File: src/rtl/div3_serializer_if.sv
// div3_serializer_if: parallel-in / serial-out handshake bundle for div3_serializer
interface div3_serializer_if #(parameter int WIDTH = 8);
    logic [WIDTH-1:0] in_data;
    logic             in_valid;
    logic             in_ready;
    logic             ser_bit;
    logic             ser_valid;
    logic             ser_ready;
    logic             ser_last;
    logic             ser_first;
    modport master (
        output in_data, in_valid, ser_ready,
        input  in_ready, ser_bit, ser_valid, ser_last, ser_first
    );
    modport slave (
        input  in_data, in_valid, ser_ready,
        output in_ready, ser_bit, ser_valid, ser_last, ser_first
    );
endinterface

File: src/rtl/div3_serializer.sv
// div3_serializer: MSB-first word serializer feeding a divide-by-3 detector, with sent-word counter
module div3_serializer #(
    parameter int WIDTH = 8,
    parameter int CNT_W = 16
) (
    input  logic                   clk,
    input  logic                   rstn,
    div3_serializer_if.slave       bus,
    output logic [CNT_W-1:0]       word_cnt
);
    localparam int IW = $clog2(WIDTH);
    localparam logic [1:0] IDLE  = 2'b01;
    localparam logic [1:0] SHIFT = 2'b10;

    logic [1:0]       state;
    logic [WIDTH-1:0] sreg;
    logic [IW-1:0]    idx;
    logic             in_shift, in_hs, ser_hs;

    assign in_shift      = state == SHIFT;
    assign bus.ser_valid = in_shift;
    assign bus.ser_bit   = in_shift & sreg[WIDTH-1];
    assign bus.ser_first = in_shift && idx == IW'(WIDTH-1);
    assign bus.ser_last  = in_shift && idx == '0;
    assign bus.in_ready  = state == IDLE || (bus.ser_last && bus.ser_ready);
    assign in_hs         = bus.in_valid && bus.in_ready;
    assign ser_hs        = bus.ser_valid && bus.ser_ready;

    // load on input handshake (also back-to-back on the last bit), shift on serial handshake
    always_ff @(posedge clk or negedge rstn) begin
        if (!rstn) begin
            state <= IDLE;
            sreg  <= '0;
            idx   <= '0;
        end else if (in_hs) begin
            state <= SHIFT;
            sreg  <= bus.in_data;
            idx   <= IW'(WIDTH-1);
        end else if (ser_hs) begin
            state <= bus.ser_last ? IDLE : SHIFT;
            sreg  <= sreg << 1;
            idx   <= bus.ser_last ? idx : idx - IW'(1);
        end else if (state != IDLE && state != SHIFT) begin
            state <= IDLE;
        end
    end

    // count only words whose final bit has been accepted downstream
    always_ff @(posedge clk or negedge rstn) begin
        if (!rstn)
            word_cnt <= '0;
        else if (ser_hs && bus.ser_last)
            word_cnt <= word_cnt + CNT_W'(1);
    end
endmodule

File: src/flat_wrapper.sv
// flat-port wrapper written by rule: the top's interface ports become plain ports
module div3_serializer_flat 
#(
    parameter int WIDTH = 8,
    parameter int CNT_W = 16
)
  (clk, rstn, word_cnt, bus_in_data, bus_in_valid, bus_ser_ready, bus_in_ready, bus_ser_bit, bus_ser_valid, bus_ser_last, bus_ser_first);
  div3_serializer_if #(.WIDTH(WIDTH)) bus_i ();
  input  logic clk;
  input  logic rstn;
  output logic [CNT_W-1:0] word_cnt;
  input wire logic [$bits(bus_i.in_data)-1:0] bus_in_data;
  input wire logic [$bits(bus_i.in_valid)-1:0] bus_in_valid;
  input wire logic [$bits(bus_i.ser_ready)-1:0] bus_ser_ready;
  output wire logic [$bits(bus_i.in_ready)-1:0] bus_in_ready;
  output wire logic [$bits(bus_i.ser_bit)-1:0] bus_ser_bit;
  output wire logic [$bits(bus_i.ser_valid)-1:0] bus_ser_valid;
  output wire logic [$bits(bus_i.ser_last)-1:0] bus_ser_last;
  output wire logic [$bits(bus_i.ser_first)-1:0] bus_ser_first;
  assign bus_i.in_data = bus_in_data;
  assign bus_i.in_valid = bus_in_valid;
  assign bus_i.ser_ready = bus_ser_ready;
  assign bus_in_ready = bus_i.in_ready;
  assign bus_ser_bit = bus_i.ser_bit;
  assign bus_ser_valid = bus_i.ser_valid;
  assign bus_ser_last = bus_i.ser_last;
  assign bus_ser_first = bus_i.ser_first;
  div3_serializer #(.WIDTH(WIDTH), .CNT_W(CNT_W)) u_core (.clk(clk), .rstn(rstn), .bus(bus_i), .word_cnt(word_cnt));
endmodule
File: config.mk
export PLATFORM = sky130hd
export DESIGN_NAME = div3_serializer_flat
export DESIGN_NICKNAME = d
export VERILOG_FILES = /design/src/rtl/div3_serializer_if.sv /design/src/rtl/div3_serializer.sv /design/src/flat_wrapper.sv
export SDC_FILE = /design/constraint.sdc
export NUM_CORES = 1
export LEC_CHECK = 0
export BUFFER_PORTS_ARGS = -buffer_cell sky130_fd_sc_hd__buf_4
export CORE_MARGIN = 3
export CORE_UTILIZATION = 56
export DETAILED_ROUTE_END_ITERATION = 12
export PLACE_DENSITY = 0.82
export SETUP_SLACK_MARGIN = 0.15
export SLEW_MARGIN = 10
export SYNTH_ARGS = -nofsm -noshare
export SYNTH_HDL_FRONTEND = slang
export SYNTH_SLANG_ARGS = --single-unit
File: constraint.sdc
create_clock -name clk -period 4.79 [get_ports clk]
set_input_delay 0.7185 -clock clk [delete_from_list [all_inputs] [get_ports clk]]
set_output_delay 0.7185 -clock clk [all_outputs]
set_load 0.005 [all_outputs]
==> impl_metrics.toml <==
[run_status]
outcome = "finished clean"

[power_and_ir_drop]
pwr-share-clk_pct = 20.3
power_switching_w = 0.000202
powerDensity_mw_per_mm2 = 392
p_seq_share_pct = 47.6
p_int_w = 0.000480
vdd_drop_max_mv = 0.333
p_leak_nw = 0.894
pwr-share-comb_pct = 32.0
switching_share_pct = 29.6

[synth]
ys_seq_area_share_pct = 50.9
netlist_top_cells_count = "dfrtp_1 (28), nand2_1 (14), xnor2_1 (14)"
avgSynthCellArea_um2 = 12.2
synth.top_cells.by_area = "dfrtp_1 (49%), xnor2_1 (8.6%), mux2_2 (6.3%)"
syn_inst = 117
synth_top_family_by_area = "simple AND/OR/NAND/NOR gates"
netlist.area_leader.share_pct = 49.0
ys_types = 31
synth-simple-area-share_pct = 18.5
synth.most_common_cell = "dfrtp_1"
yosys_warnings = 0
ys_seq_elements = 29
synth_compound_area_share_pct = 1.14
ys.flop_type = "dfrtp_1"
muxShareOfSynthArea_pct = 14.3
ys_async_sr_fraction_pct = 100
yosysTopAreaCell = "dfrtp_1"
synthAdderAreaFrac_pct = 3.50
synthXorXnorAreaFrac_pct = 9.81
syn_area_mm2 = 0.00143
synth-edff-count = 0
synth_nets = 133

[critical_path]
critPathLaunchType = "flip-flop"
worstReg2RegStart = "u_core.idx[0]"
cp_num_cells = 6
endpoint_kind = "primary output"
critical_path.endpoint = "bus_in_ready"
path_buf_inv = 2
rr_worst_depth = 6
crit_required_ns = 4.07
crit_slowest_cell = "dfrtp_1"
crit_chain = "inv_1, ha_1, nand3b_4, nor2_4, or2_2, buf_4"
critPathKind = "flip-flop to primary output"
startpoint = "u_core.idx[0]"
slowest_delay_ns = 0.35
rrSetupSlack_ns = 2.83
arrival_ns = 1.66
rr_endpoint = "u_core.sreg[1]"
critPathMaxFanout = 5
critPathTopFamily = "simple AND/OR/NAND/NOR gates"

[cells_and_area]
nFillCells = 163
multiInputGateArea_um2 = 674
syn2layout_area_growth_pct = 22.1
final_layout_size_suffix_gt1_share_pct = 39.1
register_area_um2 = 727
fin_nets = 171
insertedDiodeCount = 0
final_area_mm2 = 0.00174
utilization_pct = 75.2
final_cell_count_no_fill = 184

[grt]
grt_pass1_vias = 989
grt_max_degree = 30
grt_remaining_overflow = 0
grt_usage_pct = 18.4
antenna_found_initial = 0
grt_first_pass_wirelength_um = 4490

[drt]
vias = 987
drtPass1Iterations = 4
wl_per_cell_um = 14.4
vias_per_cell = 5.36
drc = 0
finalWirelength_um = 2650
drt_iter0_markers = 31
ant_nets = 0

[sta]
slew_headroom_pct = 55.4
tightestPinTransition_ns = 0.668
period_minus_slack_ns = 2.38
fin_ws_ns = 2.41
slew_violations = 0
setup_viol = 0
rsz0062_at_grt = "no"
hold_viol = 0
setup_tns_ns = 0
layout_worst_path_cycle_share_pct = 49.7
finalClockSkew_ns = 0.00718
fmax_mhz = 420

[min_path]
hold_path_class = "primary input to async pin"

[placement]
dp_hpwl_um = 1980
gp_congestion = 0.716
dpl-instance-area_mm2 = 0.00169
dp_cells = 176
dp_slack_ns = 2.60
numPortBuffers = 32

[clock_tree]
cts_hold_buf = 0
ctsResizeCount = 0
cts_buffer_depth = 2
cts_tree = "yes"
clock_latency_ns = 0.32
cts.sinks = 29
clkTransAtPathRegs_ns = 0.09
cts_buffers = 5
cts_setup_buffers = 0
htreeDepth = 2
cts-root-buf = "clkbuf_4"

[floorplanning]
core_mm2 = 0.00232
num_rows = 17
dieArea_mm2 = 0.00319
start_util_pct = 61.6
fp.dieH_um = 56.5
ios = 33
die_w_um = 56.5

[run]
maxCapViolCount = 0
## power by group through the flow
stage,sequential (W),combinational (W),clock [W]
6_report,0.000325,0.000219,0.000139
5_1_grt,0.000333,0.000238,0.000155
3_5_place_dp,0.000330,0.000221,0
3_3_place_gp,0.000327,0.000208,0
4_1_cts,0.000326,0.000223,0.000143
2_1_floorplan,0.000322,0.000169,0
## layout by cell type (no fill, tap or decap)
master	count
and2_1	2
and3_1	2
and4_1	1
buf_4	32
clkbuf_1	1
clkbuf_4	5
clkinv_2	3
dfrtp_1	28
dfstp_2	1
ha_1	4
inv_1	3
mux2_1	3
mux2_2	8
mux2_4	4
mux2i_1	2
nand2_1	14
nand2_2	1
nand2b_1	1
nand2b_4	1
nand3_1	8
nand3b_4	1
nand4_1	4
nor2_1	3
nor2_4	1
nor2b_1	1
nor3_1	1
nor3_2	1
nor3_4	1
o211ai_1	1
o21ai_2	1
or2_2	1
xnor2_1	14
xor2_1	2
## layer usage
metal / vias to the layer above / global-route usage [%] / routed length (µm)
li1: 473 / - / -
met1: 477 / 21.2 / 1030
met2: 30 / 31.2 / 1400
met3: 7 / 5.52 / 170
met4: 0 / 8.14 / 51
met5: - / 0 / 0
## through the flow
step	power (W)	hold WS, ns
finish	0.000683	0.290
global route	0.000726	0.307
CTS	0.000692	0.296
detailed placement	0.000551	0.465
global placement	0.000535	0.461
floorplan	0.000491	0.423
## sequential cells by signal (all words and copies together), names as in the netlist
| register | flops |
|---|---|
| u_core.idx | 3 |
| u_core.sreg | 8 |
| u_core.state | 2 |
| u_core.word_cnt | 16 |
## how the worst min path moves through the flow
stage                        start             endpoint  slack, ns  cells past startpoint
2_1_floorplan                 rstn        u_core.idx[0]       0.42                      0
3_3_place_gp   u_core.word_cnt[15]  u_core.word_cnt[15]       0.46                      1
3_5_place_dp   u_core.word_cnt[15]  u_core.word_cnt[15]       0.46                      1
4_1_cts                       rstn   u_core.word_cnt[2]       0.30                      1
5_1_grt                       rstn   u_core.word_cnt[2]       0.31                      1
6_report                      rstn   u_core.word_cnt[2]       0.29                      1
## cell families after synthesis
| family | count (synthesis) |
|---|---|
| multiplexers | 17 |
| AO/OA/AOI/OAI | 2 |
| flip-flops | 29 |
| AND/OR/NAND/NOR | 44 |
| XOR/XNOR | 16 |
| adder cells (fa/ha/maj) | 4 |
| buffers and inverters | 5 |
## area by class of cell
cell class                      instances  area share, %
Tap cell                               28           2.01
Inverter                                4          0.933
Sequential cell                        29           41.7
Multi-Input combinational cell         83           38.7
Timing Repair Buffer                   32           13.8
Clock inverter                          2          0.574
Clock buffer                            6           2.37
## worst register-to-register path, delay by kind of cell, from the launching register on
family,cells,cell delay (ns)
DFF,1,0.35
muxes,1,0.41
AOI/OAI and AO/OA,1,0.55
adders and majority gates,1,0.26
and+or+nand+nor,2,0.20
buffers and inverters,1,0.08
No activity file was read; power rests on OpenSTA's default activity.
